`src/rtl/clock_set_ctrl.sv`:
```
// Button sequencer for the 24 h clock/alarm: mode FSM, increment strobes with
// auto-repeat, edit timeout, digit blink, display page and alarm ring control.
//
// state        | meaning
// RUN (0)      | normal display, btn_inc toggles alarm_en
// SET_HOUR (1) | editing clock hours
// SET_MIN (2)  | editing clock minutes (seconds cleared on each step)
// SET_AL_HOUR(3)| editing alarm hours
// SET_AL_MIN(4)| editing alarm minutes
module clock_set_ctrl #(
  parameter int HOLD_MS    = 600,
  parameter int REPEAT_MS  = 150,
  parameter int TIMEOUT_MS = 10000,
  parameter int BLINK_MS   = 250
) (
  input  logic       clk,
  input  logic       rst_n,
  input  logic       tick_1k,
  input  logic       btn_mode,
  input  logic       btn_inc,
  input  logic       alarm_match,
  output logic       inc_hour,
  output logic       inc_min,
  output logic       clr_sec,
  output logic       inc_al_hour,
  output logic       inc_al_min,
  output logic [2:0] mode,
  output logic [1:0] disp_sel,
  output logic [3:0] blink_mask,
  output logic       alarm_en,
  output logic       ring
);

  localparam logic [2:0] RUN         = 3'd0;
  localparam logic [2:0] SET_HOUR    = 3'd1;
  localparam logic [2:0] SET_MIN     = 3'd2;
  localparam logic [2:0] SET_AL_HOUR = 3'd3;
  localparam logic [2:0] SET_AL_MIN  = 3'd4;

  localparam int RPT_MAX = (HOLD_MS > REPEAT_MS) ? HOLD_MS : REPEAT_MS;
  localparam int RW = $clog2(RPT_MAX + 1);
  localparam int TW = $clog2(TIMEOUT_MS + 1);
  localparam int BW = $clog2(BLINK_MS + 1);

  localparam logic [RW-1:0] HOLD_TC    = RW'(HOLD_MS);
  localparam logic [RW-1:0] REPEAT_TC  = RW'(REPEAT_MS);
  localparam logic [TW-1:0] TIMEOUT_TC = TW'(TIMEOUT_MS);
  localparam logic [BW-1:0] BLINK_TC   = BW'(BLINK_MS);

  logic [2:0]    mode_q, mode_n;
  logic          prev_mode_q, prev_inc_q;
  logic          armed_q, armed_n;
  logic          rpt_phase_q, rpt_phase_n;
  logic [RW-1:0] rpt_cnt_q, rpt_cnt_n, rpt_inc;
  logic [TW-1:0] idle_cnt_q, idle_cnt_n, idle_inc;
  logic [BW-1:0] blink_cnt_q, blink_cnt_n, blink_inc;
  logic          blink_ph_q, blink_ph_n;
  logic          dismissed_q, dismissed_n;
  logic          alarm_en_n, ring_n;
  logic          inc_hour_n, inc_min_n, inc_al_hour_n, inc_al_min_n;
  logic [1:0]    disp_sel_n;
  logic [3:0]    blink_mask_n;

  logic mode_press, inc_press, in_set, mode_adv, rpt_strobe, timeout, stb;

  always_comb begin
    mode_press = prev_mode_q & ~btn_mode;
    // a simultaneous mode press swallows the inc press
    inc_press  = prev_inc_q & ~btn_inc & ~mode_press;
    in_set     = (mode_q >= SET_HOUR) && (mode_q <= SET_AL_MIN);
    mode_adv   = mode_press & ~ring;

    rpt_cnt_n   = rpt_cnt_q;
    rpt_phase_n = rpt_phase_q;
    armed_n     = armed_q;
    rpt_strobe  = 1'b0;
    rpt_inc     = rpt_cnt_q + 1'b1;
    if (inc_press && in_set) begin
      armed_n     = 1'b1;
      rpt_cnt_n   = '0;
      rpt_phase_n = 1'b0;
    end else if (!armed_q || btn_inc || mode_adv || !in_set) begin
      armed_n     = 1'b0;
      rpt_cnt_n   = '0;
      rpt_phase_n = 1'b0;
    end else if (tick_1k) begin
      if (rpt_inc >= (rpt_phase_q ? REPEAT_TC : HOLD_TC)) begin
        rpt_strobe  = 1'b1;
        rpt_cnt_n   = '0;
        rpt_phase_n = 1'b1;
      end else begin
        rpt_cnt_n = rpt_inc;
      end
    end

    timeout    = 1'b0;
    idle_cnt_n = idle_cnt_q;
    idle_inc   = idle_cnt_q + 1'b1;
    if (!in_set || mode_press || inc_press || rpt_strobe) begin
      idle_cnt_n = '0;
    end else if (tick_1k) begin
      if (idle_inc >= TIMEOUT_TC) begin
        timeout    = 1'b1;
        idle_cnt_n = '0;
      end else begin
        idle_cnt_n = idle_inc;
      end
    end

    mode_n = mode_q;
    if (mode_q > SET_AL_MIN || timeout) begin
      mode_n = RUN;
    end else if (mode_adv) begin
      mode_n = (mode_q == SET_AL_MIN) ? RUN : mode_q + 3'd1;
    end

    stb           = (inc_press & in_set) | rpt_strobe;
    inc_hour_n    = stb && (mode_q == SET_HOUR);
    inc_min_n     = stb && (mode_q == SET_MIN);
    inc_al_hour_n = stb && (mode_q == SET_AL_HOUR);
    inc_al_min_n  = stb && (mode_q == SET_AL_MIN);

    alarm_en_n = alarm_en ^ (inc_press && (mode_q == RUN));

    dismissed_n = dismissed_q;
    if (!alarm_match) begin
      dismissed_n = 1'b0;
    end else if (mode_press && ring) begin
      dismissed_n = 1'b1;
    end
    ring_n = alarm_en & alarm_match & ~dismissed_n;

    blink_cnt_n = blink_cnt_q;
    blink_ph_n  = blink_ph_q;
    blink_inc   = blink_cnt_q + 1'b1;
    if (tick_1k) begin
      if (blink_inc >= BLINK_TC) begin
        blink_cnt_n = '0;
        blink_ph_n  = ~blink_ph_q;
      end else begin
        blink_cnt_n = blink_inc;
      end
    end

    blink_mask_n = 4'b0000;
    if (blink_ph_n && btn_inc) begin
      case (mode_n)
        SET_HOUR, SET_AL_HOUR: blink_mask_n = 4'b0011;
        SET_MIN, SET_AL_MIN:   blink_mask_n = 4'b1100;
        default:               blink_mask_n = 4'b0000;
      endcase
    end

    disp_sel_n = (mode_n == SET_AL_HOUR || mode_n == SET_AL_MIN) ? 2'b00 : 2'b11;
  end

  always_ff @(posedge clk or negedge rst_n) begin
    if (!rst_n) begin
      mode_q      <= RUN;
      prev_mode_q <= 1'b1;
      prev_inc_q  <= 1'b1;
      armed_q     <= 1'b0;
      rpt_phase_q <= 1'b0;
      rpt_cnt_q   <= '0;
      idle_cnt_q  <= '0;
      blink_cnt_q <= '0;
      blink_ph_q  <= 1'b0;
      dismissed_q <= 1'b0;
      alarm_en    <= 1'b0;
      ring        <= 1'b0;
      inc_hour    <= 1'b0;
      inc_min     <= 1'b0;
      clr_sec     <= 1'b0;
      inc_al_hour <= 1'b0;
      inc_al_min  <= 1'b0;
      blink_mask  <= 4'b0000;
      disp_sel    <= 2'b11;
    end else begin
      mode_q      <= mode_n;
      prev_mode_q <= btn_mode;
      prev_inc_q  <= btn_inc;
      armed_q     <= armed_n;
      rpt_phase_q <= rpt_phase_n;
      rpt_cnt_q   <= rpt_cnt_n;
      idle_cnt_q  <= idle_cnt_n;
      blink_cnt_q <= blink_cnt_n;
      blink_ph_q  <= blink_ph_n;
      dismissed_q <= dismissed_n;
      alarm_en    <= alarm_en_n;
      ring        <= ring_n;
      inc_hour    <= inc_hour_n;
      inc_min     <= inc_min_n;
      clr_sec     <= inc_min_n;
      inc_al_hour <= inc_al_hour_n;
      inc_al_min  <= inc_al_min_n;
      blink_mask  <= blink_mask_n;
      disp_sel    <= disp_sel_n;
    end
  end

  assign mode = mode_q;

endmodule

```
`config.mk`:
```
export PLATFORM = sky130hd
export DESIGN_NAME = clock_set_ctrl
export DESIGN_NICKNAME = d
export VERILOG_FILES = /design/src/rtl/clock_set_ctrl.sv
export SDC_FILE = /design/constraint.sdc
export NUM_CORES = 1
export LEC_CHECK = 0
export ABC_AREA = 1
export CAP_MARGIN = 20
export CORE_MARGIN = 10
export CORE_UTILIZATION = 27
export DETAILED_ROUTE_END_ITERATION = 16
export PLACE_DENSITY = 0.54
export SLEW_MARGIN = 10
export SYNTH_ARGS = -nofsm -noshare
export SYNTH_HDL_FRONTEND = slang
export SYNTH_SLANG_ARGS = --single-unit
```
`constraint.sdc`:
```
create_clock -name clk -period 3.5 [get_ports clk]
set_input_delay 0.35 -clock clk [delete_from_list [all_inputs] [get_ports clk]]
set_output_delay 0.35 -clock clk [all_outputs]
set_load 0.02 [all_outputs]
```
==> results_dict.tcl <==
set metrics [dict create \
    ant_nets 0 \
    synth_fp_nets 430 \
    cp.required_ns 3.72 \
    p_per_area_nw_per_um2 500 \
    grt_pass1_vias 2497 \
    rr_endpoint "idle_cnt_q[10]$_DFFE_PN0P_" \
    setup_tns_ns 0 \
    ys.flop_type "dfrtp_1" \
    cts_buffer_depth 2 \
    die-height_um 128 \
    core-area_sq_um 11400 \
    clock-sinks 50 \
    antenna_found_initial 0 \
    cts_made_buffers 5 \
    cts_root_buf "clkbuf_16" \
    syn_inst 409 \
    hold_buffers 0 \
    syn_area_per_cell_sq_um 7.64 \
    synth_warnings 0 \
    fmax_mhz 366 \
    clk-insertion-delay-late_ns 0.29 \
    rsz0062_at_grt "false" \
    outcome "complete, no violations" \
    drt_wl_total_mm 6.75 \
    cp.arrival_ns 2.95 \
    hold_violations 0 \
    cts.htree.levels 2 \
    yosysSeqAreaShare_pct 40.2 \
    final_core_util_pct 32.0 \
    slew_headroom_pct 53.0 \
    synthArstFlopShare_pct 100 \
    maxSlewViolCount 0 \
    grt_overflow_total 0 \
    drive_gt1_share_pct 10.2 \
    clk_pin_slew_ns 0.07 \
    cts_resized 0 \
    finalWorstSetupSlack_ns 0.769 \
    drt_iter0_markers 113 \
    drc_errors 0 \
    cap_violations 0 \
    final_nets 452 \
    r2r_start "rpt_cnt_q[2]$_DFFE_PN0P_" \
    worst_pin_slew_ns 0.706 \
    ir_drop_uv 313 \
    start_util_pct 27.5 \
    finalSetupViolCount 0 \
    hp-class "in -> async" \
    cp-end-kind "flip-flop" \
    n_antenna_cell 0 \
    gp_congestion 0.806 \
    cellLeakagePower_nw 1.76 \
    synth_edf_count 0 \
    wire_per_inst_um 11.7 \
    fin_crit_ns 2.73 \
    ios 22 \
    ys_types 36 \
    dp_slack_ns 0.761 \
    timing.final.crit_share_pct 78.0 \
    area_growth_pct 16.4 \
    drtPass1Iterations 4 \
    avgViaCountPerCell 4.44 \
    synth_area_sq_um 3130 \
    rrSetupSlack_ns 0.77 \
    grt_use_total_pct 8.71 \
    skew_ns 0.00551 \
    grt_start_max_net_pins 31 \
    dp_hpwl_mm 5.11 \
    placementRows 39 \
    crit_fanout 11 \
    cts_tree "done" \
    post_cts_buffers 0 \
    num_vias 2554 \
    fillers 1205 \
    portBuffers 21 \
    start_kind "flip-flop" \
    worst-setup-path-type "reg -> reg" \
    grt_pass1_wl_mm 11.9 \
    rr_worst_depth 15 \
    die_area_sq_um 16300 \
    die_w_um 128 \
    yosys_register_bits 50 \
]
[routing by layer]
metal  routed length (um)  track usage [%]  part of all wire [%]  vias up
li1                     -                -                     -     1345
met1                 3540             11.8                    52     1178
met4                  103             3.18                   1.5        0
met3                  208             2.15                   3.1        8
met2                 2890             13.1                    43       23
met5                    0                0                     0        -
[worst max-delay path, stage by stage, from the launching register on]
cell and delay (ns):
dfrtp_1 0.46, nand2_2 0.09, nor2_2 0.15, nand3_1 0.12, xor2_1 0.20, inv_1 0.07, ha_1 0.28, a21oi_1 0.13
a21boi_1 0.17, nand2_1 0.08, nand2_2 0.07, nand2_2 0.06, nand2_2 0.09, nand2_1 0.25, or2_4 0.35, nor3_2 0.10
[cell type report]
type | count | area (sq um) | area share (%)
timing repair buffer | 24 | 228 | 6.26
sequential | 50 | 1250 | 34.5
clock inverter | 2 | 17.5 | 0.482
clock buffer | 6 | 139 | 3.82
inverter | 75 | 282 | 7.74
tap | 143 | 179 | 4.92
multi-input combinational | 275 | 1540 | 42.3
[cell usage after synthesis (2+ instances only)]
library cell	instances	area (sq um)
xor2_1	12	105
buf_4	4	30.0
nand3_2	3	30.0
a21oi_2	3	26.3
nor2_2	3	18.8
inv_1	74	278
nand3_1	34	170
nand4_1	11	68.8
nor2_4	4	45.0
clkbuf_1	3	11.3
a21oi_1	18	90.1
nand2_1	94	353
o22ai_1	7	43.8
nor3_1	8	40.0
o21ai_0	15	75.1
dfrtp_1	47	1180
nand2_2	9	56.3
ha_1	15	188
buf_2	2	10.0
dfstp_2	3	78.8
nor2_1	25	93.8
[kinds of logic after synthesis]
| logic type | count (synthesis) | share of synthesized area (%) |
|---|---|---|
| buffers and inverters | 84 | 10.6 |
| xor gates and xnor gates | 13 | 3.64 |
| DFF | 50 | 40.2 |
| and+or+nand+nor | 197 | 30.3 |
| AOI/OAI and AO/OA | 50 | 9.29 |
| adders and majority gates | 15 | 6.00 |
[how the worst max path moves through the flow]
stage,from,to,slack (ns),cells past startpoint
floorplan,rpt_cnt_q[2]$_DFFE_PN0P_,idle_cnt_q[10]$_DFFE_PN0P_,1.29,15
global placement,rpt_cnt_q[2]$_DFFE_PN0P_,idle_cnt_q[10]$_DFFE_PN0P_,0.83,15
detailed placement,rpt_cnt_q[0]$_DFFE_PN0P_,idle_cnt_q[10]$_DFFE_PN0P_,0.76,17
CTS,rpt_cnt_q[2]$_DFFE_PN0P_,idle_cnt_q[10]$_DFFE_PN0P_,0.75,15
global route,rpt_cnt_q[2]$_DFFE_PN0P_,idle_cnt_q[10]$_DFFE_PN0P_,0.41,15
finish,rpt_cnt_q[2]$_DFFE_PN0P_,idle_cnt_q[10]$_DFFE_PN0P_,0.77,15
[placed cells by master (no fill, tap or decap), types with 4 or more instances in the layout]
master	count
nand2_1	94
inv_1	74
dfrtp_1	47
nand3_1	34
nor2_1	25
clkdlybuf4s50_1	20
a21oi_1	18
o21ai_0	15
ha_1	15
xor2_1	12
nand4_1	11
nand2_2	9
nor3_1	8
o22ai_1	7
clkbuf_16	5
nor2_4	4
[stage by stage]
step           area [sq um]  power, W  hold slack [ns]  cells
4_1_cts                3640   0.00184            0.132    575
3_3_place_gp           3480   0.00131            0.443    567
2_1_floorplan          3130   0.00114           0.0544    409
6_report               3640   0.00182            0.107    575
5_1_grt                3640   0.00196            0.161    575
3_5_place_dp           3480   0.00132            0.441    567
[where the power goes]
| part | total [W] | leakage [nW] | switching, W | internal, W |
|---|---|---|---|---|
| logic | 0.000557 | 1.02 | 0.000346 | 0.000210 |
| registers | 0.000748 | 0.668 | 0.0000842 | 0.000663 |
| clock network | 0.000515 | 0.0770 | 0.000227 | 0.000288 |
| total | 0.00182 | 1.76 | 0.000658 | 0.00116 |
[flip-flops by register name, indices dropped and copies added, names as in the netlist, 2 cells and up]
name and count:
idle_cnt_q 14, rpt_cnt_q 10, blink_cnt_q 8, blink_mask 2, mode 3
No activity file was read; power rests on OpenSTA's default activity.
